===== src/rtl/as608_packet_sequencer.sv =====
// as608_packet_sequencer: builds AS608 command packets for the UART TX and parses the ack from UART RX.
// Optional macro AS608_RETRY_EN retransmits once on timeout or checksum error.
module as608_packet_sequencer #(
    parameter logic [31:0] DEV_ADDR    = 32'hFFFF_FFFF,
    parameter logic [23:0] TIMEOUT_CYC = 24'd5_000_000
) (
    input  logic        clk,
    input  logic        rst,
    input  logic        cmd_valid,
    output logic        cmd_ready,
    input  logic [7:0]  cmd_code,
    input  logic [39:0] cmd_params,
    input  logic [2:0]  cmd_plen,
    output logic        tx_start,
    output logic [7:0]  tx_data,
    input  logic        tx_busy,
    input  logic [7:0]  rx_data,
    input  logic        rx_done,
    output logic        rsp_valid,
    output logic [7:0]  rsp_code,
    output logic [31:0] rsp_data,
    output logic [1:0]  rsp_err
);
    typedef enum logic [3:0] {
        S_IDLE, S_TX_LOAD, S_TX_PULSE, S_TX_WAIT, S_RX_HDR, S_RX_LEN, S_RX_BODY, S_RX_SUM, S_RESP
    } state_t;

    state_t      r_state, w_state_n;
    logic [7:0]  r_code, r_lenh, r_sumh, r_rcode, r_rsp_code;
    logic [39:0] r_params;
    logic [2:0]  r_plen, r_ridx, r_blen;
    logic [4:0]  r_idx;
    logic [15:0] r_sum, r_rsum;
    logic [31:0] r_rdata, r_rsp_data;
    logic [23:0] r_to;
    logic [1:0]  r_rsp_err, w_err_n;
    logic [4:0]  w_ps, w_pend;
    logic [7:0]  w_tx_byte, w_pbyte, w_hexp;
    logic [15:0] w_rlen;
    logic        w_fin, w_retry_go, w_last, w_rx_st;
`ifdef AS608_RETRY_EN
    logic        r_retry;
`endif

    assign w_pend    = 5'(r_plen) + 5'd10;
    assign w_last    = r_idx == w_pend + 5'd1;
    assign w_ps      = 5'(r_plen) + 5'd9 - r_idx;
    assign w_pbyte   = 8'(r_params >> {w_ps, 3'b000});
    assign w_rlen    = {r_lenh, rx_data};
    assign w_rx_st   = r_state inside {S_RX_HDR, S_RX_LEN, S_RX_BODY, S_RX_SUM};
    assign cmd_ready = r_state == S_IDLE;
    assign tx_start  = r_state == S_TX_PULSE;
    assign tx_data   = tx_start ? w_tx_byte : 8'h00;
    assign rsp_valid = r_state == S_RESP;
    assign rsp_code  = r_rsp_code;
    assign rsp_data  = r_rsp_data;
    assign rsp_err   = r_rsp_err;

    always_comb begin
        case (r_idx)
            5'd0:    w_tx_byte = 8'hEF;
            5'd1:    w_tx_byte = 8'h01;
            5'd2:    w_tx_byte = DEV_ADDR[31:24];
            5'd3:    w_tx_byte = DEV_ADDR[23:16];
            5'd4:    w_tx_byte = DEV_ADDR[15:8];
            5'd5:    w_tx_byte = DEV_ADDR[7:0];
            5'd6:    w_tx_byte = 8'h01;
            5'd7:    w_tx_byte = 8'h00;
            5'd8:    w_tx_byte = 8'(r_plen) + 8'd3;
            5'd9:    w_tx_byte = r_code;
            default: w_tx_byte = (r_idx < w_pend) ? w_pbyte : (r_idx == w_pend) ? r_sum[15:8] : r_sum[7:0];
        endcase
        case (r_ridx)
            3'd1:    w_hexp = 8'h01;
            3'd2:    w_hexp = DEV_ADDR[31:24];
            3'd3:    w_hexp = DEV_ADDR[23:16];
            3'd4:    w_hexp = DEV_ADDR[15:8];
            3'd5:    w_hexp = DEV_ADDR[7:0];
            default: w_hexp = 8'h07;
        endcase
    end

    always_comb begin
        w_state_n  = r_state;
        w_err_n    = 2'd0;
        w_fin      = 1'b0;
        w_retry_go = 1'b0;
        case (r_state)
            S_IDLE:     w_state_n = cmd_valid ? S_TX_LOAD : S_IDLE;
            S_TX_LOAD:  w_state_n = tx_busy ? S_TX_LOAD : S_TX_PULSE;
            S_TX_PULSE: w_state_n = S_TX_WAIT;
            S_TX_WAIT:  w_state_n = tx_busy ? S_TX_WAIT : w_last ? S_RX_HDR : S_TX_LOAD;
            S_RX_HDR: if (rx_done) begin
                if (r_ridx != 3'd0 && rx_data != w_hexp) begin
                    w_fin   = 1'b1;
                    w_err_n = 2'd2;
                end else if (r_ridx == 3'd6) w_state_n = S_RX_LEN;
            end
            S_RX_LEN: if (rx_done && r_ridx == 3'd1) begin
                if (w_rlen < 16'd3 || w_rlen > 16'd7) begin
                    w_fin   = 1'b1;
                    w_err_n = 2'd2;
                end else w_state_n = S_RX_BODY;
            end
            S_RX_BODY: if (rx_done && r_blen == 3'd1) w_state_n = S_RX_SUM;
            S_RX_SUM: if (rx_done && r_ridx == 3'd1) begin
                w_fin   = 1'b1;
                w_err_n = ({r_sumh, rx_data} == r_rsum) ? 2'd0 : 2'd3;
            end
            S_RESP:  w_state_n = S_IDLE;
            default: w_state_n = S_IDLE;
        endcase
        // An arriving byte beats a simultaneous timeout expiry
        if (w_rx_st && !rx_done && r_to == TIMEOUT_CYC - 24'd1) begin
            w_fin   = 1'b1;
            w_err_n = 2'd1;
        end
        if (w_fin) w_state_n = S_RESP;
`ifdef AS608_RETRY_EN
        if (w_fin && !r_retry && w_err_n[0]) begin
            w_retry_go = 1'b1;
            w_state_n  = S_TX_LOAD;
        end
`endif
    end

    always_ff @(posedge clk or negedge rst) begin
        if (!rst) begin
            r_state    <= S_IDLE;
            r_code     <= 8'd0;
            r_params   <= 40'd0;
            r_plen     <= 3'd0;
            r_idx      <= 5'd0;
            r_sum      <= 16'd0;
            r_ridx     <= 3'd0;
            r_blen     <= 3'd0;
            r_lenh     <= 8'd0;
            r_sumh     <= 8'd0;
            r_rsum     <= 16'd0;
            r_rcode    <= 8'd0;
            r_rdata    <= 32'd0;
            r_to       <= 24'd0;
            r_rsp_code <= 8'd0;
            r_rsp_data <= 32'd0;
            r_rsp_err  <= 2'd0;
`ifdef AS608_RETRY_EN
            r_retry    <= 1'b0;
`endif
        end else begin
            r_state <= w_state_n;
            if (r_state == S_IDLE && cmd_valid) begin
                r_code     <= cmd_code;
                r_params   <= cmd_params;
                r_plen     <= (cmd_plen > 3'd5) ? 3'd5 : cmd_plen;
                r_idx      <= 5'd0;
                r_sum      <= 16'd0;
                r_rsp_code <= 8'd0;
                r_rsp_data <= 32'd0;
                r_rsp_err  <= 2'd0;
`ifdef AS608_RETRY_EN
                r_retry    <= 1'b0;
`endif
            end
            if (r_state == S_TX_PULSE && r_idx >= 5'd6 && r_idx < w_pend) r_sum <= r_sum + 16'(w_tx_byte);
            if (r_state == S_TX_WAIT && !tx_busy && !w_last) r_idx <= r_idx + 5'd1;
            if (w_state_n == S_RX_HDR && r_state != S_RX_HDR) begin
                r_ridx  <= 3'd0;
                r_to    <= 24'd0;
                r_rsum  <= 16'h0007;
                r_rcode <= 8'd0;
                r_rdata <= 32'd0;
            end else if (w_rx_st) r_to <= rx_done ? 24'd0 : r_to + 24'd1;
            if (rx_done) begin
                case (r_state)
                    S_RX_HDR: r_ridx <= (r_ridx == 3'd6 || (r_ridx == 3'd0 && rx_data != 8'hEF)) ? 3'd0 : r_ridx + 3'd1;
                    S_RX_LEN: begin
                        r_rsum <= r_rsum + 16'(rx_data);
                        r_lenh <= rx_data;
                        r_blen <= 3'(rx_data - 8'd2);
                        r_ridx <= r_ridx ^ 3'd1;
                    end
                    S_RX_BODY: begin
                        r_rsum <= r_rsum + 16'(rx_data);
                        r_blen <= r_blen - 3'd1;
                        r_ridx <= (r_blen == 3'd1) ? 3'd0 : 3'd1;
                        if (r_ridx == 3'd0) r_rcode <= rx_data;
                        else r_rdata <= {r_rdata[23:0], rx_data};
                    end
                    S_RX_SUM: begin
                        r_sumh <= rx_data;
                        r_ridx <= 3'd1;
                    end
                    default: ;
                endcase
            end
            if (w_fin && !w_retry_go) begin
                r_rsp_err  <= w_err_n;
                r_rsp_code <= (w_err_n != 2'd0) ? 8'hFF : r_rcode;
                r_rsp_data <= (w_err_n != 2'd0) ? 32'd0 : r_rdata;
            end
            if (w_retry_go) begin
                r_idx <= 5'd0;
                r_sum <= 16'd0;
`ifdef AS608_RETRY_EN
                r_retry <= 1'b1;
`endif
            end
        end
    end
endmodule


===== config.mk =====
export PLATFORM = sky130hd
export DESIGN_NAME = as608_packet_sequencer
export DESIGN_NICKNAME = d
export VERILOG_FILES = /design/src/rtl/as608_packet_sequencer.sv
export SDC_FILE = /design/constraint.sdc
export NUM_CORES = 1
export LEC_CHECK = 0
export ABC_AREA = 1
export ABC_CLOCK_PERIOD_IN_PS = 4000
export BUFFER_PORTS_ARGS = -buffer_cell sky130_fd_sc_hd__buf_2
export CORE_AREA = 4 4 169 171
export DETAILED_ROUTE_END_ITERATION = 8
export DIE_AREA = 0 0 173 175
export PLACE_DENSITY = 0.72
export SKIP_LAST_GASP = 1
export SYNTH_ARGS = -nofsm -noshare
export SYNTH_HDL_FRONTEND = slang
export SYNTH_SLANG_ARGS = --single-unit

===== constraint.sdc =====
create_clock -name clk -period 4 [get_ports clk]
set_clock_uncertainty 0.1 [all_clocks]
set_input_delay 0.8 -clock clk [delete_from_list [all_inputs] [get_ports clk]]
set_output_delay 0.8 -clock clk [all_outputs]
set_load 0.005 [all_outputs]

======== Word-level counts from Yosys, hierarchy flattened ========
Cells that the tools add are included.
operators by class
  add/sub/neg operators ................... 12
  $lt $le $gt $ge ......................... 5
  equal/unequal tests ..................... 33
  shift operators ......................... 1
  mux-type cells .......................... 65
  bitwise logic cells ..................... 1
  reductions and logical operators ........ 35
operator list
  cell                                                 count
  two-way mux 32 bit                                   7
  two-way mux 16 bit                                   5
  two-way mux 8 bit                                    10
  two-way mux 24 bit                                   3
  case mux 8 bit (6 select lines)                      1
  >> shifter 40 x 8 -> 8 bit                           1
  adder 16 x 8 -> 16 bit                               2
  case mux 4 bit (8 select lines)                      1
  two-way mux 4 bit                                    7
  adder 24 x 1 -> 24 bit, second input constant        1
  == test 24 x 23 -> 1 bit, second input constant      1
  == test 4 x 3 -> 1 bit, second input constant        5
  == test 5 x 3 -> 1 bit, second input constant        4
  two-way mux 2 bit                                    10
  two-way mux 3 bit                                    6
  == test 16 bit                                       1
  > comparator 16 x 3 -> 1 bit, second input constant  1
  < comparator 16 x 2 -> 1 bit, second input constant  1
  case mux 8 bit (2 select lines)                      1
  logical AND 1 bit                                    12
  case mux 3 bit (4 select lines)                      1
  nonzero test 2 bit                                   6
  adder 3 x 4 -> 5 bit, second input constant          2
  adder 5 x 1 -> 5 bit, second input constant          2
  38 further kinds                                     61
storage, ports and cells
  register bits after elaboration ......... 220
  bits of input ports ..................... 64
  output and inout bits ................... 53
  logic and storage cells ................. 170

======== Longest topological paths before layout ========
Gate-level depths: netlist (run 1).
  depth after elaboration ................. 16
  mapped depth ............................ 26
  depth with buffers taken out ............ 26

======== Worst setup path before layout (run 1) ========
No wires, ideal clock.
  path kind ............................... register to register
  start ................................... register r_plen[1]
  end ..................................... register r_sum[12]
  library setup time ...................... 0.124 ns
  arrival time ............................ 3.786 ns
  data required time ...................... 3.776 ns
  slack ................................... -0.010 ns
  cell stages (with the launch flop) ...... 25
  buffers on the path ..................... 1
  clock period less this slack ............ 4.010 ns
  cell sequence ........................... dfrtp_1 -> inv_1 -> ha_1 -> inv_1 -> ha_1 -> fa_1 -> buf_1 -> nand3_1 -> o22ai_1 -> nand2_1 -> nand2_1 -> nand2_1 -> inv_1 -> ha_1 -> inv_1 -> fa_1 -> inv_1 -> nand3_1 -> nand2_1 -> nand2_1 -> nand2_1 -> nand3_1 -> nor2_1 -> xnor2_1 -> o21ai_1
between the ends
  longest elaborated chain between the ends .. 7
  elaborated cells between the ends (all ways) .. 14
  classes of those cells .................. add/sub (5); order compare (1); eq/ne (1); shift (1); mux (4); reduce/logical (2)
ends and longest elaborated chain
  what                                                             line    RTL
  start: declaration                                               31      logic [2:0] r_plen, r_ridx, r_blen;
  start signal: assignment                                         154     r_plen <= (cmd_plen > 3'd5) ? 3'd5 : cmd_plen;
  adder 3 x 4 -> 5 bit, on equally long branches                   47, 45
  subtractor 5 bit or == test 5 bit (tied branches)                47, 71
  >> shifter 40 x 8 -> 8 bit or two-way mux 8 bit (tied branches)  48, 71
  two-way mux 8 bit                                                71      default: w_tx_byte = (r_idx < w_pend) ? w_pbyte : (r_idx == w_pend) ? r_sum[15:8] : r_sum[7:0];
  case mux 8 bit (6 select lines)                                  60      case (r_idx)
  adder 16 x 8 -> 16 bit                                           164     if (r_state == S_TX_PULSE && r_idx >= 5'd6 && r_idx < w_pend) r_sum <= r_sum + 16'(w_tx_byte);
  two-way mux 16 bit                                               164
  end signal: assignment                                           164
  end: declaration                                                 33      logic [15:0] r_sum, r_rsum;
Parallel ways exist; a longest one is shown, timed or not.
A chain may end at the register's enable or synchronous reset.

======== Worst setup path in the final report (run 1) ========
  start ................................... register r_plen[1]
  end ..................................... output port tx_data[1]
between the ends
  longest elaborated chain between the ends .. 6
  elaborated cells between the ends (all ways) .. 11
  classes of those cells .................. add/sub (4); order compare (1); eq/ne (1); shift (1); mux (4)
ends and longest elaborated chain
  what                                                             line    RTL
  adder 3 x 4 -> 5 bit, on equally long branches                   47, 45
  subtractor 5 bit or == test 5 bit (tied branches)                47, 71
  >> shifter 40 x 8 -> 8 bit or two-way mux 8 bit (tied branches)  48, 71
  two-way mux 8 bit                                                71
  case mux 8 bit (6 select lines) *                                60
  two-way mux 8 bit *                                              53      assign tx_data = tx_start ? w_tx_byte : 8'h00;
  end: declaration                                                 15      output logic [7:0] tx_data,
Every way passes the cells marked *; elsewhere a longest branch is shown, timed or not.

==> impl_results.md, run 1 <==
* Outcome: finished clean
* Worst EP arrival at between 2 and 3 ns
* Post-synthesis sequential area ratio at 0.4600
* Avg Vias per Cell at roughly 5.2
* Clk pwr share at 0.216
* Maximum clock path buffer count at 3
* Tot Pwr at around 11 mW
* Row count at 60
* IO Count at around 120
* Worst Setup End Kind: output pin
* Worst-path maximum fanout at 7
* Reg-to-Reg End: r_sum[12]
* DRC viols at 0
* # H-tree levels at 1
* Power Density at between 800 and 900 nW/µm²
* Fmax at ~260 MHz
* Dpl hpwl at ~22 mm
* DIE WIDTH at 173 µm
* Placed cell area at around 13000 µm²
* Mapped Cells at around 1.6k
* Routability cong. at 0.9257
* Syn_nets at between 1.5k and 2k
* Dominant cell type by area after synthesis: dfrtp_1
* TritonCTS clock tree: done
* Crit path top cell by count: nand2_1
* Final hold viol count at 0
* P_sw at around 4.8 mW
* Setup Viol. Count Final at 0
* Number of synthesized flops with an enable pin at 0
* Largest net degree at the start of global routing at approximately 100
* Crit path launch: r_plen[1]
* Post-CTS Setup Bufs at 0
* Top FF cell, synth: dfrtp_1
* Fillers at between 2k and 3k
* Combinational share of power at 0.461
* Via count at between 10k and 15k
* Final Cycle Share at 0.9497
* Remaining global-route overflow at 0
* Post-Syn Area at 11970 µm²
* Synth top cells by count: nand2_1, dfrtp_1, inv_1, o21ai_0, nand3_1
* Worst min path class: input port to async pin
* Wirelength, routed at between 30 and 40 mm
* Pre-CTS setup slack at around 0.2 ns
* PortBufs at approximately 120
* CTS Sinks at 220
* Cts bufs inserted at 25
* Slew HR at 0.4506
* Unique masters post-synth at 50
* Setup slack, reg-to-reg at 0.35 ns
* Critical path type: register to output pin
* Cell Int Power at approximately 6.5 mW
* Actual slew at the worst max-slew pin at between 0.8 and 0.9 ns
* Core Region at ~27000 µm²
* GRT Overall Usage at 0.1968
* Final #Nets at ~1.8k
* Slowest-stage cell, CP: fa_1
* Part of the power in registers at 0.322
* WP data required at about 3.1 ns
* Finished Cell Area at ~14000 µm²
* Starting DRT DRC Count at roughly 970
* Share of the synthesized area in the top cell type at 0.4600
* Max stage delay on crit path at ~0.50 ns
* Worst-path clk slew at 0.06 ns
* Vias in the first global route at 10.55k
* Cts hold-fix bufs at 0
* Total number of yosys warnings at 0
* Worst r2r src: r_plen[1]
* Syn avg cell area at approximately 7.6 µm²
* PnR worst setup slack at between 0.2 and 0.25 ns
* Detailed Routing Iterations Pass 1 at 5
* Worst hold slack at 0.1504 ns
* Placed cell count at roughly 2.0k
* Fraction of layout cells with a size suffix above 1 at 0.1356
* Max VDD drop at around 0.00036 V
* Initial Util at 0.4453
* Antenna violations before repair at 2
* Total leakage power at about 7.4 nW
* Die area at roughly 30000 µm²
* Slew Viols, Final at 0
* CTS root buffer: clkbuf_16
* Final cell count without fillers at roughly 2.0k
* Startpoint types: register
* Max Cap Viol at 0
* Ranking of synthesized cells by area: dfrtp_1, nand2_1, inv_1, ha_1, o21ai_0
* Switching Fraction at 0.4271
* Later-pin clock latency in the skew report at 0.54 ns
* Die H at about 180 µm
* Unrepaired setup endpoints after global routing: true
* R2R cell count at 23
* First-pass GRT wire length at between 50 and 60 mm
* Post-cts sizing count at 0
* Antenna-violating nets left at 0
* Layout area overhead at 15.47%
* Final min period at approximately 3.8 ns
* DR WL/cell at approximately 15 µm
* Ys async rst share at 1.000
* Top-count cell post-synth: nand2_1
* Number of synthesized register bits at 220
* Crit path cell chain: inv_2, ha_4, inv_1, ha_1, fa_1, nand3_1, buf_4, o22ai_1, nand2_1, nand2_1, nand2_1, nor2_1, buf_2
## worst max-delay path: cells and delay by family (launching register included)
family,cells,cell delay [ns]
buffers and inverters,4,0.41
AO/OA/AOI/OAI,1,0.15
flip-flops,1,0.35
adder cells (fa/ha/maj),3,0.98
AND/OR/NAND/NOR,5,0.46
## kinds of logic after synthesis
group                      share of synthesized area
AOI/OAI and AO/OA                             0.1163
buffers and inverters                        0.08509
xor gates and xnor gates                     0.01098
and+or+nand+nor                               0.2739
adders and majority gates                    0.05373
DFF                                           0.4600
## metal layers
layer / vias up / routed length [µm] / global-route usage
met1: 5095 / 13840 / 0.2744
met5: - / 11 / 0
li1: 5296 / - / -
met4: 2 / 590 / 0.05188
met2: 294 / 13920 / 0.3231
met3: 41 / 1746 / 0.03007
## power by group through the flow
stage / clock network, mW / registers (mW) / logic (mW)
2_1_floorplan: 0 / 3.53 / 3.68
4_1_cts: 2.48 / 3.62 / 5.15
6_report: 2.44 / 3.63 / 5.20
3_3_place_gp: 0 / 3.62 / 5.00
5_1_grt: 2.60 / 3.74 / 5.96
3_5_place_dp: 0 / 3.64 / 5.11
## worst max path at each step
| stage | to | cells past startpoint |
|---|---|---|
| 2_1_floorplan | r_sum[12] | 24 |
| 3_3_place_gp | r_sum[12] | 25 |
| 3_5_place_dp | r_sum[12] | 25 |
| 4_1_cts | tx_data[1] | 12 |
| 5_1_grt | tx_data[1] | 13 |
| 6_report | tx_data[1] | 13 |
## cell type report
type                    count  area (µm²)  area share
diodes                      1       2.502   0.0001811
clock buffers              27       643.1     0.04653
clock inverters            18       229.0     0.01657
inverters                 209       784.5     0.05676
multi-input cells        1094        5475      0.3962
flip-flops and latches    220        5507      0.3984
well taps                 341       426.7     0.03087
repair buffers            136       753.2     0.05450
## flip-flops by register name, indices dropped and copies added, names as in the netlist
| register | count |
|---|---|
| r_blen | 3 |
| r_code | 8 |
| r_idx | 5 |
| r_lenh | 8 |
| r_params | 40 |
| r_plen | 3 |
| r_rcode | 8 |
| r_rdata | 32 |
| r_ridx | 3 |
| r_rsum | 16 |
| r_state | 4 |
| r_sum | 16 |
| r_sumh | 8 |
| r_to | 24 |
| rsp_code | 8 |
| rsp_data | 32 |
| rsp_err | 2 |
## placed cells by master, fill, tap and decap left out, types with 10 or more instances in the layout
cell	n
nor2_1	105
inv_1	191
dfrtp_1	219
xor2_1	10
nand4_1	14
nand3_1	109
clkbuf_16	25
ha_1	44
nand2_1	507
nor3_1	15
o21ai_0	111
o22ai_1	54
inv_2	18
a21oi_1	41
buf_2	115
buf_4	19
## per-stage QoR
step | setup TNS [ns] | utilization
floorplan | 0 | -
global placement | 0 | 0.4805
detailed placement | 0 | 0.4805
CTS | 0 | 0.5130
global route | -0.02816 | 0.5142
finish | 0 | 0.5142
(Power assumes the default switching activity.)
==> inputs of run 2 (changes only) <==
--- a/config.mk
+++ b/config.mk
@@ -7,11 +7,12 @@
 export LEC_CHECK = 0
 export ABC_AREA = 1
 export ABC_CLOCK_PERIOD_IN_PS = 4000
-export BUFFER_PORTS_ARGS = -buffer_cell sky130_fd_sc_hd__buf_2
+export BUFFER_PORTS_ARGS = -buffer_cell sky130_fd_sc_hd__clkbuf_2
 export CORE_AREA = 4 4 169 171
 export DETAILED_ROUTE_END_ITERATION = 8
 export DIE_AREA = 0 0 173 175
 export PLACE_DENSITY = 0.72
+export RECOVER_POWER = 25
 export SKIP_LAST_GASP = 1
 export SYNTH_ARGS = -nofsm -noshare
 export SYNTH_HDL_FRONTEND = slang
==> impl_results.md, run 2 (synthesis results as in run 1) <==
* DIE WIDTH at 173 µm (unchanged)
* DRC viols at 0 (unchanged)
* Fraction of layout cells with a size suffix above 1 at 0.1334 (-0.002191)
* Worst Setup End Kind: output pin
* Antenna violations before repair at 1 (-1)
* IO Count at 117 (unchanged)
* Final min period at 3.818 ns (+0.01906 ns)
* Core Region at 26880 µm² (unchanged)
* Max VDD drop at 0.0004611 V (+27%)
* Final TNS setup at 0 ns (unchanged)
* Final hold viol count at 0 (unchanged)
* Failing checks: max-capacitance violations, max-slew violations
* Final Cycle Share at 0.9545 (+0.004766)
* Critical path type: register to output pin
* Actual slew at the worst max-slew pin at 2.163 ns (+1.341 ns)
* Max reg flops at 40 (unchanged)
* Initial Util at 0.4453 (unchanged)
* DR WL/cell at 14.53 µm (-1.3%)
* Slew Viols, Final at 84 (+84)
* Worst-path clk slew at 0.06 ns (about the same)
* Fmax at 261.9 MHz (-0.50%)
* Starting DRT DRC Count at 913 (-5.4%)
* Most flop-heavy register: r_params
* Pre-CTS setup slack at 0.1663 ns (-0.03660 ns)
* Vias in the first global route at 10.39k (-1.5%)
* Largest net degree at the start of global routing at 85 (-16%)
* Most used cells in the layout excluding fill and tap cells: nand2_1, dfrtp_1, inv_1, clkbuf_2, o21ai_0
* Avg Vias per Cell at 5.179 (-1.2%)
* Layout area overhead at 14.67%
* # H-tree levels at 1 (unchanged)
* Dpl hpwl at 21.65 mm (+0.67%)
* Post-CTS Setup Bufs at 0 (unchanged)
* Final #Nets at 1799 (unchanged)
* Cts bufs inserted at 25 (unchanged)
* Worst-path maximum fanout at 7 (unchanged)
* Via count at 10.59k (-1.3%)
* Commonest non-fill, non-tap cell in the layout: nand2_1
* Maximum clock path buffer count at 3 (unchanged)
* PnR worst setup slack at 0.1820 ns (-0.01906 ns)
* Unrepaired setup endpoints after global routing: true
* TritonCTS clock tree: done
* Row count at 60 (unchanged)
* Wirelength, routed at 29.70 mm (-1.4%)
* CTS root buffer: clkbuf_16
* Max Cap Viol at 1 (+1)
* Top Layer Used: met4
* Setup slack, reg-to-reg at 0.30 ns (-0.05 ns)
* Detailed Routing Iterations Pass 1 at 6 (+1)
* Cts hold-fix bufs at 0 (unchanged)
* DRT met1 WL at 13.53 mm (-2.2%)
* Die H at 175 µm (unchanged)
* First-pass GRT wire length at 50.91 mm (-0.62%)
* Fillers at 2572 (+0.90%)
* Met3 WL at 1.819 mm (+4.2%)
* Slew HR at -0.4423 (-0.8929)
* GRT Overall Usage at 0.1959 (-0.0008253)
* WP data required at 3.10 ns (about the same)
* PortBufs at 116 (unchanged)
* Worst min path class: input port to register
* CTS Sinks at 220 (unchanged)
* Total leakage power at 7.343 nW (-1.2%)
* Antenna-violating nets left at 0 (unchanged)
* Routability cong. at 0.9344 (+0.94%)
* Startpoint types: register
* Power Density at 806.3 nW/µm² (-1.1%)
* Remaining global-route overflow at 0 (unchanged)
* Die area at 30280 µm² (unchanged)
* Setup Viol. Count Final at 0 (unchanged)
* Outcome: complete, but fails checks
* Met2 routed WL at 13.67 mm (-1.9%)
* Worst EP arrival at 2.92 ns (+0.02 ns)
* Later-pin clock latency in the skew report at 0.54 ns (about the same)
## run 2: cell count changes in the layout (fill, tap and decap cells not counted), sizes merged
cell / previous run / this run
buf: 136 / 19
bufinv: 4 / 1
clkbuf: 27 / 147
clkinv: 7 / 9
clkinvlp: 2 / 1
inv: 214 / 211
## run 2: repair_timing
action | CTS | global route
setup endpoints to repair | 1 | 16
resized for setup | 1 | 12
hold endpoints to repair | 0 | 0
## run 2: worst paths after layout
check | startpoint | to | cells past startpoint
worst min-delay path | cmd_params[4] | r_params[4] | 3
worst max register to register | r_plen[1] | r_sum[12] | 23
min in group asynchronous | rst | r_params[27] | 1
max in group asynchronous | rst | r_sum[13] | 2
worst max-delay path | r_plen[1] | tx_data[3] | 13
worst min register to register | r_params[8] | r_params[8] | 2
## run 2: report_power, final
| part | leakage (nW) | total, mW | internal (mW) | switching [mW] |
|---|---|---|---|---|
| logic | 4.15 | 5.24 | 1.96 | 3.28 |
| registers | 2.81 | 3.63 | 3.08 | 0.550 |
| clock network | 0.386 | 2.19 | 1.24 | 0.944 |
## run 2: area by class of cell
class,count,area (µm²),share of cell area
sequential,220,5507,0.4012
clock buffer,30,654.4,0.04768
timing repair buffer,136,739.5,0.05388
multi-input combinational,1094,5483,0.3995
clock inverter,13,125.1,0.009117
inverter,209,787.0,0.05734
antenna,1,2.502,0.0001823
tap,341,426.7,0.03109
## run 2: metrics by stage
stage | instance area, µm² | utilization | hold WS, ns | power (mW) | std cells
final | 13720 | 0.5107 | 0.3645 | 11.07 | 2044
after global routing | 13720 | 0.5107 | 0.3597 | 12.11 | 2044
after CTS | 13710 | 0.5100 | 0.1677 | 11.04 | 2043
after detailed placement | 12910 | 0.4805 | 0.3639 | 8.769 | 2000
after global placement | 12910 | 0.4805 | 0.3579 | 8.639 | 2000
after floorplan | 11970 | - | 0.3436 | 7.211 | 1570
## run 2: routing by layer
layer | vias to the layer above | global-route usage
met1 | 4908 | 0.2669
li1 | 5293 | -
met2 | 325 | 0.3262
met4 | 0 | 0.05088
met5 | - | 0
met3 | 60 | 0.03440
## run 2: worst max-delay path, cell delays in order (launching register included)
cell and delay [ns]:
dfrtp_1 0.37, inv_2 0.08, ha_4 0.28, inv_1 0.06
ha_4 0.16, fa_1 0.49, nand3_1 0.10, buf_4 0.17
o22ai_1 0.16, nand2_1 0.11, nand2_1 0.08, nand2_1 0.07
nor2_2 0.11, clkbuf_2 0.12
==> inputs of run 3 (changes only) <==
--- a/config.mk
+++ b/config.mk
@@ -5,13 +5,12 @@
 export SDC_FILE = /design/constraint.sdc
 export NUM_CORES = 1
 export LEC_CHECK = 0
-export ABC_AREA = 1
 export ABC_CLOCK_PERIOD_IN_PS = 4000
-export BUFFER_PORTS_ARGS = -buffer_cell sky130_fd_sc_hd__clkbuf_2
 export CORE_AREA = 4 4 169 171
 export DETAILED_ROUTE_END_ITERATION = 8
 export DIE_AREA = 0 0 173 175
-export PLACE_DENSITY = 0.72
+export DONT_BUFFER_PORTS = 1
+export PLACE_DENSITY = 0.68
 export RECOVER_POWER = 25
 export SKIP_LAST_GASP = 1
 export SYNTH_ARGS = -nofsm -noshare
==> impl_results.md, run 3 <==
* Max stage delay on crit path at 0.48 ns (about the same)
* # H-tree levels at 1 (unchanged)
* DIE WIDTH at 173 µm (unchanged)
* Failing checks: negative hold slack, negative setup slack
* Final Cycle Share at 1.037 (+0.08273)
* Number of synthesized register bits at 220 (unchanged)
* Max Cap Viol at 0 (-1)
* DRC viols at 0 (unchanged)
* Part of the power in registers at 0.288 (-0.040)
* Cell Int Power at 7.131 mW (+13%)
* Die area at 30280 µm² (unchanged)
* GRT Overall Usage at 0.2038 (+0.007862)
* Worst-path maximum fanout at 6 (-1)
* P_sw at 4.802 mW (+0.49%)
* Outcome: complete, but fails checks
* Clk pwr share at 0.211 (+0.013)
* Top FF cell, synth: dfrtp_1
* Vias in the first global route at 9822 (-5.5%)
* Slew Viols, Final at 0 (-100%)
* Top-count cell post-synth: nand2_1
* Worst EP arrival at 4.51 ns (+1.59 ns)
* Fraction of layout cells with a size suffix above 1 at 0.1454 (+0.01206)
* Worst min path class: input port to async pin
* Ranking of synthesized cells by area: dfrtp_1, nand2_1, ha_1, nand3_1, mux2i_1
* Starting DRT DRC Count at 851 (-6.8%)
* PnR worst setup slack at -0.1489 ns (-0.3309 ns)
* Worst Setup End Kind: register
* Dominant cell type by area after synthesis: dfrtp_1
* CTS Sinks at 220 (unchanged)
* DR WL/cell at 18.41 µm (+27%)
* Remaining global-route overflow at 0 (unchanged)
* ANT cells at 0 (-1)
* Power Density at 856.3 nW/µm² (+6.2%)
* Dpl hpwl at 21.27 mm (-1.7%)
* Syn_nets at 1471 (-13%)
* Tot Pwr at 11.93 mW (+7.8%)
* Antenna violations before repair at 0 (-1)
* Crit path cell chain: ha_4, inv_2, ha_4, fa_1, buf_6, mux2i_2, a2bb2oi_2, o22ai_2, a311oi_2, a31oi_1, ha_2, inv_2, fa_2, nor2b_2, o31a_1, o21ai_4, or4_4, nand3_2
* Final min period at 4.149 ns (+0.3309 ns)
* Unrepaired setup endpoints after global routing: true
* Row count at 60 (unchanged)
* Initial Util at 0.4486 (+0.003259)
* Cts bufs inserted at 26 (+4.0%)
* Final #Nets at 1482 (-18%)
* Total leakage power at 6.421 nW (-13%)
* Unique masters post-synth at 70 (+40%)
* Ys async rst share at 1.000 (unchanged)
* Max VDD drop at 0.0007113 V (+54%)
* Mapped Cells at 1358 (-14%)
* WP data required at 4.36 ns (+1.26 ns)
* Finished Cell Area at 13940 µm² (+1.5%)
* Final TNS setup at -0.9728 ns (-0.9728 ns)
* Actual slew at the worst max-slew pin at 0.8936 ns (-1.270 ns)
* Total number of yosys warnings at 0 (unchanged)
* Slew HR at 0.4007 (+0.8430)
* Worst hold slack at -0.1379 ns (-0.5024 ns)
* Detailed Routing Iterations Pass 1 at 5 (-1)
* Most flop-heavy register: r_params
* CTS root buffer: clkbuf_16
* Final hold viol count at 220 (+220)
* Routability cong. at 0.9089 (-2.7%)
* Commonest non-fill, non-tap cell in the layout: nand2_1
* IO Count at 117 (unchanged)
* Placed cell area at 12630 µm² (-2.2%)
* Post-Syn Area at 12060 µm² (+0.73%)
* Final cell count without fillers at 1730 (-15%)
* Wirelength, routed at 31.86 mm (+7.3%)
* Max reg flops at 40 (unchanged)
* Placed cell count at 1672 (-16%)
* Core Region at 26880 µm² (unchanged)
* Avg Vias per Cell at 5.854 (+13%)
* Family with the most delay on the worst path: adder cells
* First-pass GRT wire length at 52.23 mm (+2.6%)
* Later-pin clock latency in the skew report at 0.53 ns (about the same)
* Startpoint types: register
* Slowest-stage cell, CP: fa_1
* PortBufs at 0 (-100%)
* Largest net degree at the start of global routing at 221 (+160%)
* Worst-path clk slew at 0.06 ns (about the same)
* Layout area overhead at 15.59%
* Die H at 175 µm (unchanged)
* TritonCTS clock tree: done
* Via count at 10.13k (-4.3%)
* Switching Fraction at 0.4024 (-0.02944)
* Most used cells in the layout excluding fill and tap cells: nand2_1, dfrtp_1, nand3_1, buf_4, o21ai_0
* Synth top cells by count: nand2_1, dfrtp_1, nand3_1, clkbuf_1, o21ai_0
* Buf+Inv Stages, Crit Path at 3 (-1)
* Setup Viol. Count Final at 14 (+14)
* Maximum clock path buffer count at 3 (unchanged)
* Combinational share of power at 0.501 (+0.027)
* Number of synthesized flops with an enable pin at 0 (unchanged)
* Syn avg cell area at 8.878 µm² (+16%)
* Fmax at 241.0 MHz (-8.0%)
* Critical path type: register to register
* Antenna-violating nets left at 0 (unchanged)
* Post-synthesis sequential area ratio at 0.4566 (-0.003341)
* Share of the synthesized area in the top cell type at 0.4566 (-0.003341)
==> run 3: cell count changes after synthesis, moves of 20 or more <==
cell	before	now
nand2_1	509	331
inv_1	195	29
nor2_1	106	48
o21ai_0	111	62
clkbuf_1	17	64
o22ai_1	54	14
mux2i_1	0	33
nand4_1	14	47
nand3_1	110	90
==> run 3: power by group through the flow <==
stage / Clock [mW] / Combinational, mW / Sequential [mW]
finish: 2.52 / 5.98 / 3.43
detailed placement: 0 / 5.00 / 3.44
global placement: 0 / 4.82 / 3.43
CTS: 2.56 / 5.34 / 3.41
floorplan: 0 / 3.63 / 3.20
global route: 2.68 / 6.58 / 3.52
==> run 3: routing by layer <==
layer  share of wire  track usage  vias up
li1                -            -     4861
met1            0.45       0.2863     4955
met2            0.47       0.3336      264
met3           0.060      0.03743       47
met4           0.020      0.04157        0
met5               0            0        -
==> run 3: cell type report <==
| type | instances | area [µm²] |
|---|---|---|
| inverter | 30 | 112.6 |
| fill | 2497 | 12940 |
| timing repair buffer | 68 | 525.5 |
| clock buffer | 31 | 720.7 |
| tap | 341 | 426.7 |
| multi-input combinational | 1023 | 6439 |
| clock inverter | 17 | 205.2 |
| sequential | 220 | 5507 |
==> run 3: cell families (layout without fill, tap and decap cells) <==
| kind of cell | after synthesis | count (layout) | share of synthesized area |
|---|---|---|---|
| AOI/OAI and AO/OA | 235 | 235 | 0.1278 |
| xor gates and xnor gates | 37 | 37 | 0.02688 |
| adders and majority gates | 49 | 49 | 0.05334 |
| buffers and inverters | 115 | 146 | 0.03705 |
| DFF | 220 | 220 | 0.4566 |
| muxes | 50 | 50 | 0.04328 |
| and+or+nand+nor | 652 | 652 | 0.2551 |
==> run 3: final timing paths <==
kind                           startpoint  cells past startpoint  slack [ns]           end
max                              r_idx[1]                     18       -0.15     r_sum[10]
min                                   rst                      0       -0.14  r_params[26]
max reg2reg                      r_idx[1]                     18       -0.15     r_sum[10]
min reg2reg                     r_blen[1]                      2        0.38     r_blen[1]
max in group asynchronous             rst                      0        3.67      r_idx[3]
min in group clk           cmd_params[21]                      2        0.27  r_params[21]
==> run 3: repair_timing <==
action / in CTS / in global routing
pin swaps: 10 / 22
setup endpoints to repair: 19 / 21
hold endpoints to repair: 220 / 220
gates resized for setup: 18 / 43
gates cloned: 1 / 0
buffers inserted: 4 / 5
==> run 3: through the flow <==
| stage | setup slack [ns] | utilization |
|---|---|---|
| after global placement | -0.1129 | 0.4699 |
| after global routing | -0.3047 | 0.5185 |
| after floorplan | 0.01971 | - |
| after CTS | -0.2230 | 0.5092 |
| final | -0.1489 | 0.5185 |
| after detailed placement | -0.2719 | 0.4699 |
